==> config.mk <==
export PLATFORM = sky130hd
export DESIGN_NAME = pingpong_read_scheduler
export DESIGN_NICKNAME = d
export VERILOG_FILES = /design/src/rtl/pitch_pkg.sv /design/src/rtl/buf_read_pipe.sv /design/src/rtl/pingpong_read_scheduler.sv
export SDC_FILE = /design/constraint.sdc
export NUM_CORES = 1
export LEC_CHECK = 0
export BUFFER_PORTS_ARGS = -buffer_cell sky130_fd_sc_hd__buf_2
export CORE_MARGIN = 4
export CORE_UTILIZATION = 56
export DETAILED_ROUTE_END_ITERATION = 10
export PLACE_DENSITY = 0.82
export SLEW_MARGIN = 15
export SYNTH_ARGS = -nofsm -noshare
export SYNTH_HDL_FRONTEND = slang
export SYNTH_SLANG_ARGS = --single-unit
==> constraint.sdc <==
create_clock -name clk -period 4.7 [get_ports clk]
set_clock_uncertainty 0.1 [all_clocks]
set_input_delay 0.94 -clock clk [delete_from_list [all_inputs] [get_ports clk]]
set_output_delay 0.94 -clock clk [all_outputs]
set_load 0.1 [all_outputs]
==> src/rtl/pitch_pkg.sv <==
// Shared constants and encodings for the ping-pong sample buffer read side.
package pitch_pkg;

  localparam int ADDR_W    = 11;
  localparam int DATA_W    = 12;
  localparam int BUF_DEPTH = 2048;

  typedef enum logic [1:0] {
    ST_IDLE  = 2'd0,
    ST_START = 2'd1,
    ST_BUSY  = 2'd2
  } state_e;

  typedef enum logic {
    TAG_AN  = 1'b0,
    TAG_DBG = 1'b1
  } tag_e;

endpackage

==> src/rtl/buf_read_pipe.sv <==
// Carries valid/requester/bank alongside the BRAM read latency, then captures
// the selected bank's data into the requester's output register.
module buf_read_pipe #(
  parameter int DATA_W = 12,
  parameter int RD_LAT = 1
) (
  input  logic              clk,
  input  logic              rst_n,
  input  logic              issue_vld_i,
  input  logic              issue_tag_i,
  input  logic              issue_bank_i,
  input  logic [DATA_W-1:0] dout0_i,
  input  logic [DATA_W-1:0] dout1_i,
  output logic [DATA_W-1:0] an_rdata_o,
  output logic              an_rvalid_o,
  output logic [DATA_W-1:0] dbg_rdata_o,
  output logic              dbg_rvalid_o
);
  import pitch_pkg::*;

  logic [RD_LAT-1:0] vld_q;
  logic [RD_LAT-1:0] tag_q;
  logic [RD_LAT-1:0] bank_q;
  logic [DATA_W-1:0] dout_sel;
  logic              hit_an;
  logic              hit_dbg;
  logic [DATA_W-1:0] an_rdata_q;
  logic [DATA_W-1:0] dbg_rdata_q;
  logic              an_rvalid_q;
  logic              dbg_rvalid_q;

  // The bank tag travels with the request so a swap mid-flight cannot redirect data.
  assign dout_sel = bank_q[RD_LAT-1] ? dout1_i : dout0_i;
  assign hit_an   = vld_q[RD_LAT-1] & (tag_q[RD_LAT-1] == TAG_AN);
  assign hit_dbg  = vld_q[RD_LAT-1] & (tag_q[RD_LAT-1] == TAG_DBG);

  always_ff @(posedge clk or negedge rst_n) begin
    if (!rst_n) begin
      vld_q  <= '0;
      tag_q  <= '0;
      bank_q <= '0;
    end else begin
      vld_q[0]  <= issue_vld_i;
      tag_q[0]  <= issue_tag_i;
      bank_q[0] <= issue_bank_i;
      for (int i = 1; i < RD_LAT; i++) begin
        vld_q[i]  <= vld_q[i-1];
        tag_q[i]  <= tag_q[i-1];
        bank_q[i] <= bank_q[i-1];
      end
    end
  end

  always_ff @(posedge clk or negedge rst_n) begin
    if (!rst_n) begin
      an_rdata_q   <= '0;
      dbg_rdata_q  <= '0;
      an_rvalid_q  <= 1'b0;
      dbg_rvalid_q <= 1'b0;
    end else begin
      an_rvalid_q  <= hit_an;
      dbg_rvalid_q <= hit_dbg;
      if (hit_an) begin
        an_rdata_q <= dout_sel;
      end
      if (hit_dbg) begin
        dbg_rdata_q <= dout_sel;
      end
    end
  end

  assign an_rdata_o   = an_rdata_q;
  assign an_rvalid_o  = an_rvalid_q;
  assign dbg_rdata_o  = dbg_rdata_q;
  assign dbg_rvalid_o = dbg_rvalid_q;

endmodule

==> src/rtl/pingpong_read_scheduler.sv <==
// Read-side controller for the ping-pong sample buffer: round FSM with timeout,
// analyzer/debug read-port arbitration and the registered BRAM read issue stage.
module pingpong_read_scheduler #(
  parameter int ADDR_W       = pitch_pkg::ADDR_W,
  parameter int DATA_W       = pitch_pkg::DATA_W,
  parameter int RD_LAT       = 1,
  parameter int TIMEOUT      = 1048576,
  parameter int DBG_MAX_WAIT = 64
) (
  input  logic              clk,
  input  logic              rst,
  input  logic              start_round,
  input  logic              now_writing,
  output logic              an_start,
  input  logic              an_done,
  input  logic              an_req,
  input  logic [ADDR_W-1:0] an_addr,
  output logic              an_gnt,
  output logic [DATA_W-1:0] an_rdata,
  output logic              an_rvalid,
  input  logic              dbg_req,
  input  logic [ADDR_W-1:0] dbg_addr,
  output logic              dbg_gnt,
  output logic [DATA_W-1:0] dbg_rdata,
  output logic              dbg_rvalid,
  output logic [ADDR_W-1:0] buf_addr,
  output logic [1:0]        buf_en,
  input  logic [DATA_W-1:0] buf_dout0,
  input  logic [DATA_W-1:0] buf_dout1,
  output logic              read_bank,
  output logic              f0_done,
  output logic              timeout_err
);
  import pitch_pkg::*;

  localparam int TO_W = (TIMEOUT > 1) ? $clog2(TIMEOUT) : 1;
  localparam int WT_W = $clog2(DBG_MAX_WAIT + 1);

  state_e            state_q;
  logic              an_start_q;
  logic              f0_done_q;
  logic              read_bank_q;
  logic              timeout_err_q;
  logic [TO_W-1:0]   to_cnt_q;
  logic              to_hit;
  logic [WT_W-1:0]   wait_q;
  logic [WT_W-1:0]   wait_d;
  logic              an_elig;
  logic              dbg_force;
  logic [ADDR_W-1:0] buf_addr_q;
  logic [1:0]        buf_en_q;
  logic              iss_tag_q;

  assign to_hit = (to_cnt_q == TO_W'(TIMEOUT - 1));

  // A new round always restarts the analyzer, even if the previous one is unfinished.
  always_ff @(posedge clk or negedge rst) begin
    if (!rst) begin
      state_q       <= ST_IDLE;
      an_start_q    <= 1'b0;
      f0_done_q     <= 1'b1;
      read_bank_q   <= 1'b1;
      timeout_err_q <= 1'b0;
      to_cnt_q      <= '0;
    end else begin
      an_start_q <= 1'b0;
      if (start_round) begin
        state_q       <= ST_START;
        an_start_q    <= 1'b1;
        read_bank_q   <= now_writing;
        f0_done_q     <= 1'b0;
        timeout_err_q <= 1'b0;
        to_cnt_q      <= '0;
      end else begin
        case (state_q)
          ST_IDLE: ;
          ST_START: state_q <= ST_BUSY;
          ST_BUSY: begin
            if (an_done) begin
              state_q   <= ST_IDLE;
              f0_done_q <= 1'b1;
            end else if (to_hit) begin
              state_q       <= ST_IDLE;
              f0_done_q     <= 1'b1;
              timeout_err_q <= 1'b1;
            end else begin
              to_cnt_q <= to_cnt_q + 1'b1;
            end
          end
          default: state_q <= ST_IDLE;
        endcase
      end
    end
  end

  // Analyzer has priority until the dumper has waited long enough to force one grant.
  assign an_elig   = (state_q == ST_BUSY) & an_req;
  assign dbg_force = dbg_req & (wait_q == WT_W'(DBG_MAX_WAIT - 1));
  assign dbg_gnt   = dbg_req & (~an_elig | dbg_force);
  assign an_gnt    = an_elig & ~dbg_force;

  always_comb begin
    wait_d = wait_q;
    if (dbg_gnt) begin
      wait_d = '0;
    end else if (dbg_req) begin
      wait_d = wait_q + 1'b1;
    end
  end

  always_ff @(posedge clk or negedge rst) begin
    if (!rst) begin
      wait_q     <= '0;
      buf_addr_q <= '0;
      buf_en_q   <= 2'b00;
      iss_tag_q  <= TAG_AN;
    end else begin
      wait_q <= wait_d;
      if (an_gnt | dbg_gnt) begin
        buf_addr_q <= dbg_gnt ? dbg_addr : an_addr;
        buf_en_q   <= read_bank_q ? 2'b10 : 2'b01;
        iss_tag_q  <= dbg_gnt ? TAG_DBG : TAG_AN;
      end else begin
        buf_en_q <= 2'b00;
      end
    end
  end

  buf_read_pipe #(
    .DATA_W (DATA_W),
    .RD_LAT (RD_LAT)
  ) u_pipe (
    .clk          (clk),
    .rst_n        (rst),
    .issue_vld_i  (|buf_en_q),
    .issue_tag_i  (iss_tag_q),
    .issue_bank_i (buf_en_q[1]),
    .dout0_i      (buf_dout0),
    .dout1_i      (buf_dout1),
    .an_rdata_o   (an_rdata),
    .an_rvalid_o  (an_rvalid),
    .dbg_rdata_o  (dbg_rdata),
    .dbg_rvalid_o (dbg_rvalid)
  );

  assign an_start    = an_start_q;
  assign f0_done     = f0_done_q;
  assign read_bank   = read_bank_q;
  assign timeout_err = timeout_err_q;
  assign buf_addr    = buf_addr_q;
  assign buf_en      = buf_en_q;

endmodule

* Yosys cells after proc, flatten, opt, wreduce, memory -nomap -nowiden
Cells that the tools add are included.
** Word-level totals
- Bits of input ports :: 53
- Word-level logic and storage cells :: 71
- Flip-flop bits (word level) :: 76
- Output and inout bits :: 45
** Operators by class
- Reduce and logical (&&, ||, !) cells :: 10
- $add $sub $neg :: 2
- Equal/unequal tests :: 8
- Multiplexer cells :: 23
- Bitwise logic cells :: 11
** Operators with widths (count)
- two-way mux 20 bit :: 4
- adder 20 x 1 -> 20 bit (second input constant) :: 1
- equality test 20 bit (second input constant) :: 1
- two-way mux 7 bit :: 2
- two-way mux 12 bit :: 1
- two-way mux 11 bit :: 1
- two-way mux 2 bit :: 5
- two-way mux 1 bit :: 9
- adder 7 x 1 -> 7 bit (second input constant) :: 1
- equality test 7 x 6 -> 1 bit (second input constant) :: 1
- AND 1 bit :: 6
- != test 2 bit (second input constant) :: 3
- case mux 2 bit (3 select lines) :: 1
- AND reduction 3 bit :: 2
- nonzero test 2 bit :: 3
- != test 4 bit (second input constant) :: 1
- AND reduction 2 bit :: 2
- inverter 1 bit :: 3
- nonzero test 3 bit :: 1
- equality test 2 x 1 -> 1 bit (second input constant) :: 1
- equality test 2 bit (second input constant) :: 1
- logical NOT 2 bit :: 1
- OR 1 bit :: 2
- OR reduction 2 bit :: 1

* Longest topological paths before layout
Gate-level depths: netlist (run 1).
- Depth in word-level cells :: 7
- Depth in mapped cells :: 6
- Mapped depth without buffers :: 5

* By module
From an unflattened synthesis (run 1), not the netlist that was laid out.
** Second synthesis, totals
- Cells, all modules :: 337
- Area total of the unflattened synthesis :: 3777.4 um^2
** By module, submodules not included
- pingpong_read_scheduler :: sequential area each 1178.6 um^2, cells each 249, area an instance 2548.7 um^2, times used 1
- buf_read_pipe :: sequential area each 725.7 um^2, cells each 88, area an instance 1228.7 um^2, times used 1

* Least setup slack after synthesis (run 1)
Ideal clock, no wire load.
- Path kind :: input port to output port
- Start point :: input an_req
- End point :: output an_gnt
- Path slack :: 787 ps
- Required time :: 3660 ps
- Stages on the path :: 3
- Data arrival time :: 2873 ps
- Path buffers :: 1
- Cells stage by stage :: nand3b_1 > clkbuf_1 > a21oi_1
** Between the ends
- Cells in the longest elaborated chain, start to end :: 2
** Ends and longest elaborated chain
- start: declaration :: RTL line pingpong_read_scheduler.sv:16 : input logic an_req,
- AND 1 bit :: RTL line pingpong_read_scheduler.sv:97 : assign an_elig = (state_q == ST_BUSY) & an_req;
- AND 1 bit :: RTL line pingpong_read_scheduler.sv:100 : assign an_gnt = an_elig & ~dbg_force;
- end: declaration :: RTL line pingpong_read_scheduler.sv:18 : output logic an_gnt,
Every way passes these cells.

* Worst setup path in the final report (run 1)
- Start point :: input an_req
- End point :: output dbg_gnt
** Between the ends
- Cells in the longest elaborated chain, start to end :: 4
** Ends and longest elaborated chain
- AND 1 bit :: RTL line pingpong_read_scheduler.sv:97
- inverter 1 bit :: RTL line pingpong_read_scheduler.sv:99 : assign dbg_gnt = dbg_req & (~an_elig | dbg_force);
- OR 1 bit :: RTL line pingpong_read_scheduler.sv:99
- AND 1 bit :: RTL line pingpong_read_scheduler.sv:99
- end: declaration :: RTL line pingpong_read_scheduler.sv:23 : output logic dbg_gnt,
Every way passes these cells.

==> summary.txt, run 1 <==
Synth
  – Primary FF master, synth: dfrtp_1
  – Synthesis Warnings: 0
  – Cells after Synth: 356
  – Sequential share of the synthesized area: a little over half
  – Async set or reset register ratio after synthesis: between 90% and 100%
  – Synth area leader: dfrtp_1
  – Top post-synthesis cells by area: dfrtp_1, a21oi_1, nand2_1, mux2i_1, mux2_2
  – Area of the mapped netlist: roughly 0.0036 mm^2
  – Synthesized flop and latch total: 76
  – Netlist cell types: 46
  – Post-Syn Area per Cell: approximately 10 um^2
  – Mapped Nets: about 400
  – Cell with the most instances after synthesis: dfrtp_1
  – Post-synth top cells: dfrtp_1, nand2_1, a21oi_1, nor2_1, o21ai_0
  – EDFF count, synth: 0
  – Yosys top cell area share: approximately half

Placement
  – I/O Buffers: between 90 and 100
  – Detailed placement HPWL: roughly 5.4 mm
  – Placed cells: 507
  – RD Place Congestion: 0.7861

Global routing
  – Overall routing resource usage: between 20% and 30%
  – Vias in the first global route: ~2900
  – Largest net degree at the start of global routing: 77
  – Grt total ovfl: 0
  – First-pass GRT wire length: about 13 mm
  – Initial antenna violation count: 0

STA
  – Slew HR: 37.46%
  – Final Max Slew Viols: 0
  – Fmax: 281.7 MHz
  – Final setup fails: 0
  – Final worst path period share: about three quarters
  – Endpoints failing hold: 0
  – Final TNS setup: 0 ps
  – Unrepaired setup endpoints after global routing: no
  – Min Clock Period, post-route: 3550 ps
  – Slew at the pin closest to its max-slew limit: 931.1 ps

Clocking
  – CTS buffer count: 9
  – Postcts setup bufs: 0
  – Clock slew seen by the registers of the worst setup and hold paths: roughly 80 ps
  – CTS sink cnt: between 70 and 80
  – Root buffer cell: clkbuf_8
  – Latest clock arrival within the worst-skew pair: approximately 350 ps
  – Longest Clk Path Bufs: 2
  – Hold-fix buffers, CTS: 0
  – CTS H-Tree Depth: 3
  – CTS resizes: 0
  – TritonCTS clock tree: done

Route
  – Starting DRC count in detailed routing: ~130
  – DR WL/cell: around 15 um
  – Routed Antenna Nets: 0
  – Vias/cell: 5.576
  – DRC: 0
  – DRT Wirelength: ~7.6 mm
  – DR vias: slightly below 3000
  – DRT Pass-1 Iters: 4

Cells and area
  – Layout cells sized above 1: ~31%
  – Final core utilization: 69.97%
  – Filler-free cell count of the finished design: approximately 520
  – Ant. Diodes: 0
  – Total Nets Final: about 500
  – Layout fillers: about 480
  – Seq. cell area: 0.001904 mm^2
  – Area of the multi-input gates: around 0.0015 mm^2
  – Syn-to-layout area delta: 18.20%

Power and ir drop
  – Leakage power: approximately 0.002 uW
  – Worst vdd ir: just under 0.5 mV
  – Pwr dens: 494.4 mW/mm^2

Critical path
  – CP arrival: 2510 ps
  – R2r startpoint: to_cnt_q[0]
  – Reg2Reg Depth: 5
  – R2r endpoint: to_cnt_q[0]
  – Worst EP required: roughly 3700 ps
  – Worst setup SP type: primary input
  – Crit end category: output port
  – Flop-to-flop setup slack: 2140 ps
  – Max FO, Critical Path: 14
  – Worst setup path class: in2out

Min path
  – Worst hold endpoint: u_pipe.tag_q
  – Hold_sp: iss_tag_q
  – Worst hold path depth: 0
  – Hold Crit Class: reg2reg

Floorplan
  – Starting Density: between 50% and 60%
  – Row cnt: 28
  – Core ar.: between 0.006 and 0.007 mm^2
  – Die area: approximately 0.0078 mm^2
  – Ports: between 90 and 100
  – Die height: 88.27 um
  – Die W: just under 90 um

Status
  – Run status: completed

Run
  – Max-cap violations: 0
cell usage in the layout (no fill, tap or decap), types with 2 or more instances in the layout:
| cell | count |
|---|---|
| a21boi_0 | 3 |
| a21oi_1 | 43 |
| a221o_1 | 11 |
| and3_1 | 3 |
| and4_1 | 3 |
| buf_2 | 96 |
| buf_4 | 2 |
| clkbuf_8 | 9 |
| clkinvlp_4 | 4 |
| dfrtp_1 | 74 |
| dfstp_2 | 2 |
| ha_1 | 2 |
| inv_1 | 8 |
| mux2_2 | 11 |
| mux2i_1 | 13 |
| nand2_1 | 45 |
| nand2b_1 | 3 |
| nand3_1 | 6 |
| nand4_1 | 8 |
| nor2_1 | 29 |
| nor2b_1 | 10 |
| nor3_1 | 3 |
| nor4_1 | 3 |
| o21ai_0 | 18 |
| o31ai_1 | 7 |
| or2_2 | 2 |
| or3_2 | 2 |
| or4_1 | 6 |
| or4_2 | 3 |
layer usage:
layer	vias up	GRT usage [%]	share of wire, %
met1	1366	25.53	44
met4	0	8.654	1.1
met2	93	35.69	47
li1	1449	-	-
met5	-	0	0
met3	8	4.283	7.5
flip-flops by register name (all words and copies together) (netlist names):
name and count:
an_start 1, buf_addr 11, buf_en 2, f0_done 1
iss_tag_q 1, read_bank 1, state_q 2, timeout_err 1
to_cnt_q 20, u_pipe.an_rdata_o 12, u_pipe.an_rvalid_o 1, u_pipe.bank_q 1
u_pipe.dbg_rdata_o 12, u_pipe.dbg_rvalid_o 1, u_pipe.tag_q 1, u_pipe.vld_q 1
wait_q 7
power by group:
group          total (uW)  leakage (uW)  internal [uW]  switching [uW]
clock                 486     0.0000845            244             242
combinational         839      0.000955            120             718
sequential            784      0.000956            737            46.8
worst max-delay path by stage:
stage | from | end | cells after the start
after floorplan | an_req | an_gnt | 3
after global placement | an_req | dbg_gnt | 5
after detailed placement | an_req | dbg_gnt | 5
after CTS | an_req | dbg_gnt | 5
after global routing | an_req | dbg_gnt | 5
final | an_req | dbg_gnt | 5
metrics by stage:
stage / hold slack, ps / setup WS (ps) / total power (uW) / cell area (um^2)
after floorplan: 254.0 / 786.5 / 1489 / 3608
after global placement: 275.2 / 1197 / 1628 / 4073
after detailed placement: 274.4 / 1172 / 1640 / 4073
after CTS: 292.3 / 1172 / 2122 / 4265
after global routing: 306.0 / 1028 / 2192 / 4265
final: 295.9 / 1150 / 2109 / 4265
worst max-delay path: stages:
cell	delay, ps
buf_2	90
and3b_1	460
o31a_1	590
nor2_1	110
buf_2	320
final cells by class:
class                      instances  area share [%]
inverter                           8          0.7040
tap                               75           2.200
timing repair buffer              98           11.62
sequential                        76           44.65
multi-input combinational        250           36.32
clock inverter                     6           1.525
clock buffer                      10           2.992
cells by family (layout without fill, tap and decap cells):
group,Yosys count,count (layout),synth area share [%]
DFF,76,76,52.77
xor gates and xnor gates,2,2,0.4855
buffers and inverters,30,122,4.299
muxes,24,24,7.039
AOI/OAI and AO/OA,88,88,14.98
and+or+nand+nor,134,134,19.73
adders and majority gates,2,2,0.6934
(Power assumes the default switching activity.)
==> inputs of run 2 (changes only) <==
--- a/config.mk
+++ b/config.mk
@@ -7,9 +7,9 @@
 export LEC_CHECK = 0
 export BUFFER_PORTS_ARGS = -buffer_cell sky130_fd_sc_hd__buf_2
 export CORE_MARGIN = 4
-export CORE_UTILIZATION = 56
+export CORE_UTILIZATION = 47
 export DETAILED_ROUTE_END_ITERATION = 10
-export PLACE_DENSITY = 0.82
+export PLACE_DENSITY = 0.74
 export SLEW_MARGIN = 15
 export SYNTH_ARGS = -nofsm -noshare
 export SYNTH_HDL_FRONTEND = slang
==> constraint.sdc (replaced) <==
create_clock -name clk -period 3 [get_ports clk]
set_clock_uncertainty 0.1 [all_clocks]
set_input_delay 0.6 -clock clk [delete_from_list [all_inputs] [get_ports clk]]
set_output_delay 0.6 -clock clk [all_outputs]
set_load 0.1 [all_outputs]
==> run 2 against run 1 <==
  * Die area grew 17%
  * Clock power grew 59%
  * Sequential power grew 57%
  * Wire length grew 3.9%
  * Critical endpoint unchanged
  * Largest power group unchanged
==> summary.txt, run 2 (synthesized netlist as in run 1, its figures left out) <==
Cells and area
  – Ant. Diodes: 0 (unchanged)
  – Total Nets Final: 503 (was 498)
  – Max reg flops: 20 (unchanged)
  – Leading cell type in the layout, fill and taps excluded: buf_2 (unchanged)
  – Filler-free cell count of the finished design: 552 (was 523)
  – Reg with most FFs: to_cnt_q (unchanged)
  – Syn-to-layout area delta: 21.22% (was 18.20%)
  – Final core utilization: 59.35% (was 69.97%)
  – Most frequent cells in the layout: buf_2, dfrtp_1, nand2_1 (unchanged)
  – Layout cells sized above 1: 32.45% (was 31.25%)

Route
  – DR WL/cell: 14.40 um (was 14.62 um)
  – DRT Wirelength: 7.947 mm (was 7.647 mm)
  – DRC: 0 (unchanged)
  – DR vias: 2976 (was 2916)
  – Routed Antenna Nets: 0 (unchanged)
  – Starting DRC count in detailed routing: 127 (was 128)
  – DRT Pass-1 Iters: 5 (was 4)
  – Vias/cell: 5.391 (was 5.576)

Clocking
  – CTS H-Tree Depth: 3 (unchanged)
  – Root buffer cell: clkbuf_8 (unchanged)
  – Postcts setup bufs: 0 (unchanged)
  – TritonCTS clock tree: done (unchanged)
  – Clock slew seen by the registers of the worst setup and hold paths: 80 ps (about the same)
  – CTS resizes: 0 (unchanged)
  – Latest clock arrival within the worst-skew pair: 340 ps (was 350 ps)
  – CTS buffer count: 9 (unchanged)
  – Hold-fix buffers, CTS: 0 (unchanged)
  – CTS sink cnt: 76 (unchanged)
  – Longest Clk Path Bufs: 2 (unchanged)

Global routing
  – Largest net degree at the start of global routing: 77 (unchanged)
  – Vias in the first global route: 2854 (was 2904)
  – First-pass GRT wire length: 13.11 mm (was 12.72 mm)
  – Initial antenna violation count: 0 (unchanged)
  – Overall routing resource usage: 18.55% (was 20.77%)
  – Grt total ovfl: 0 (unchanged)

Critical path
  – CP endpoint: dbg_gnt (unchanged)
  – Worst setup path class: reg2out (was in2out)
  – CP arrival: 1860 ps (was 2510 ps)
  – Worst setup SP type: register (was primary input)
  – Slowest stage delay, CP: 390 ps (was 590 ps)
  – CP startpoint: wait_q[0] (was an_req)
  – Reg2Reg Depth: 4 (was 5)
  – R2r endpoint: to_cnt_q[13] (was to_cnt_q[0])
  – Slowest CP cell: dfrtp_1 (was o31a_1)
  – Crit path cell chain: ha_1 > nand3_1 > o31a_1 > nor2_1 > buf_12 (was buf_2 > and3b_1 > o31a_1 > nor2_1 > buf_2)
  – R2r startpoint: state_q[0] (was to_cnt_q[0])
  – Crit end category: output port (unchanged)
  – Worst EP required: 2300 ps (was 3660 ps)
  – Max FO, Critical Path: 5 (was 14)
  – Flop-to-flop setup slack: 810 ps (was 2140 ps)

Status
  – Run status: completed (unchanged)

STA
  – Endpoints failing hold: 0 (unchanged)
  – Slew HR: 37.37% (was 37.46%)
  – Slew at the pin closest to its max-slew limit: 939.5 ps (was 931.1 ps)
  – Final worst path period share: between 80% and 90%
  – Final Max Slew Viols: 0 (unchanged)
  – Final TNS setup: 0 ps (unchanged)
  – Final setup fails: 0 (unchanged)
  – Min Clock Period, post-route: 2556 ps
  – Final hold slack: 292.2 ps (was 295.9 ps)
  – Fmax: slightly below 400 MHz
  – Unrepaired setup endpoints after global routing: no (unchanged)

Min path
  – Hold Crit Class: in2async (was reg2reg)

Placement
  – I/O Buffers: 97 (unchanged)
  – Detailed placement HPWL: 5.595 mm (was 5.356 mm)
  – RD Place Congestion: 0.7591 (was 0.7861)
  – Placed cells: 536 (was 507)

Floorplan
  – Die area: 0.009143 mm^2 (was 0.007792 mm^2)
  – Ports: 98 (unchanged)
  – Starting Density: 48.96% (was 59.20%)
  – Core ar.: 0.007370 mm^2 (was 0.006096 mm^2)
  – Die height: 95.62 um (was 88.27 um)
  – Die W: 95.62 um (was 88.27 um)
  – Row cnt: 31 (was 28)

Power and ir drop
  – Seq pwr share: 36.9% (was 37.2%)
  – Clock network power share: 23.3% (was 23.0%)
  – NetSw: 1582 uW (was 1007 uW)
  – Logic pwr share: 39.8% (about the same)
  – Internal: 1737 uW (was 1102 uW)
  – Worst vdd ir: 0.3248 mV (was 0.4876 mV)
  – Sw Share: 47.66% (was 47.75%)
  – Leakage power: 0.002040 uW (was 0.001995 uW)
  – Tot Pwr: 3318 uW (was 2109 uW)
  – Pwr dens: 758.6 mW/mm^2 (was 494.4 mW/mm^2)

Run
  – Max-cap violations: 0 (unchanged)
run 2: changes by cell type in the layout (fill, tap and decap cells not counted), moves of 2 or more:
cell	change
buf_12	+2
buf_2	-2
buf_4	+5
clkinv_4	+2
clkinvlp_4	-2
run 2: critical path: cells and delay by family (launching register included):
family	cells	cell delay (ps)
AOI/OAI and AO/OA	1	320
buffers and inverters	1	210
DFF	1	390
and+or+nand+nor	2	380
adders and majority gates	1	200
run 2: layout make-up:
cell class                      count  area, um^2
Inverter                            8       30.03
Tap cell                           99       123.9
Sequential cell                    76        1904
Multi-Input combinational cell    250        1553
Clock buffer                        9       123.9
Clock inverter                      7       76.32
Timing Repair Buffer              103       563.0
Fill cell                         653        2995
run 2: metal layers:
layer	vias to the layer above	track usage, %	routed length [um]
met5	-	0	0
met4	0	7.464	79
met2	102	30.57	3811
met3	6	5.051	595
met1	1415	23.04	3460
li1	1453	-	-
run 2: per-stage QoR:
stage	instance area, um^2	setup WS [ps]
after global routing	4374	322.9
after global placement	4174	640.7
final	4374	444.2
after detailed placement	4174	560.9
after floorplan	3612	405.7
after CTS	4374	427.6
run 2: how the worst min path moves through the flow:
stage                   start      endpoint  cells past startpoint
floorplan                 rst      an_start                      0
global placement    iss_tag_q  u_pipe.tag_q                      0
detailed placement  iss_tag_q  u_pipe.tag_q                      0
CTS                 iss_tag_q  u_pipe.tag_q                      0
global route        iss_tag_q  u_pipe.tag_q                      0
finish                    rst  to_cnt_q[13]                      1
run 2: power groups by stage:
stage	Sequential [uW]	Clock [uW]	Combinational, uW
CTS	1230	795	1330
floorplan	2140	0	193
global placement	1240	0	1310
detailed placement	1250	0	1330
global route	1240	852	1370
finish	1230	773	1320
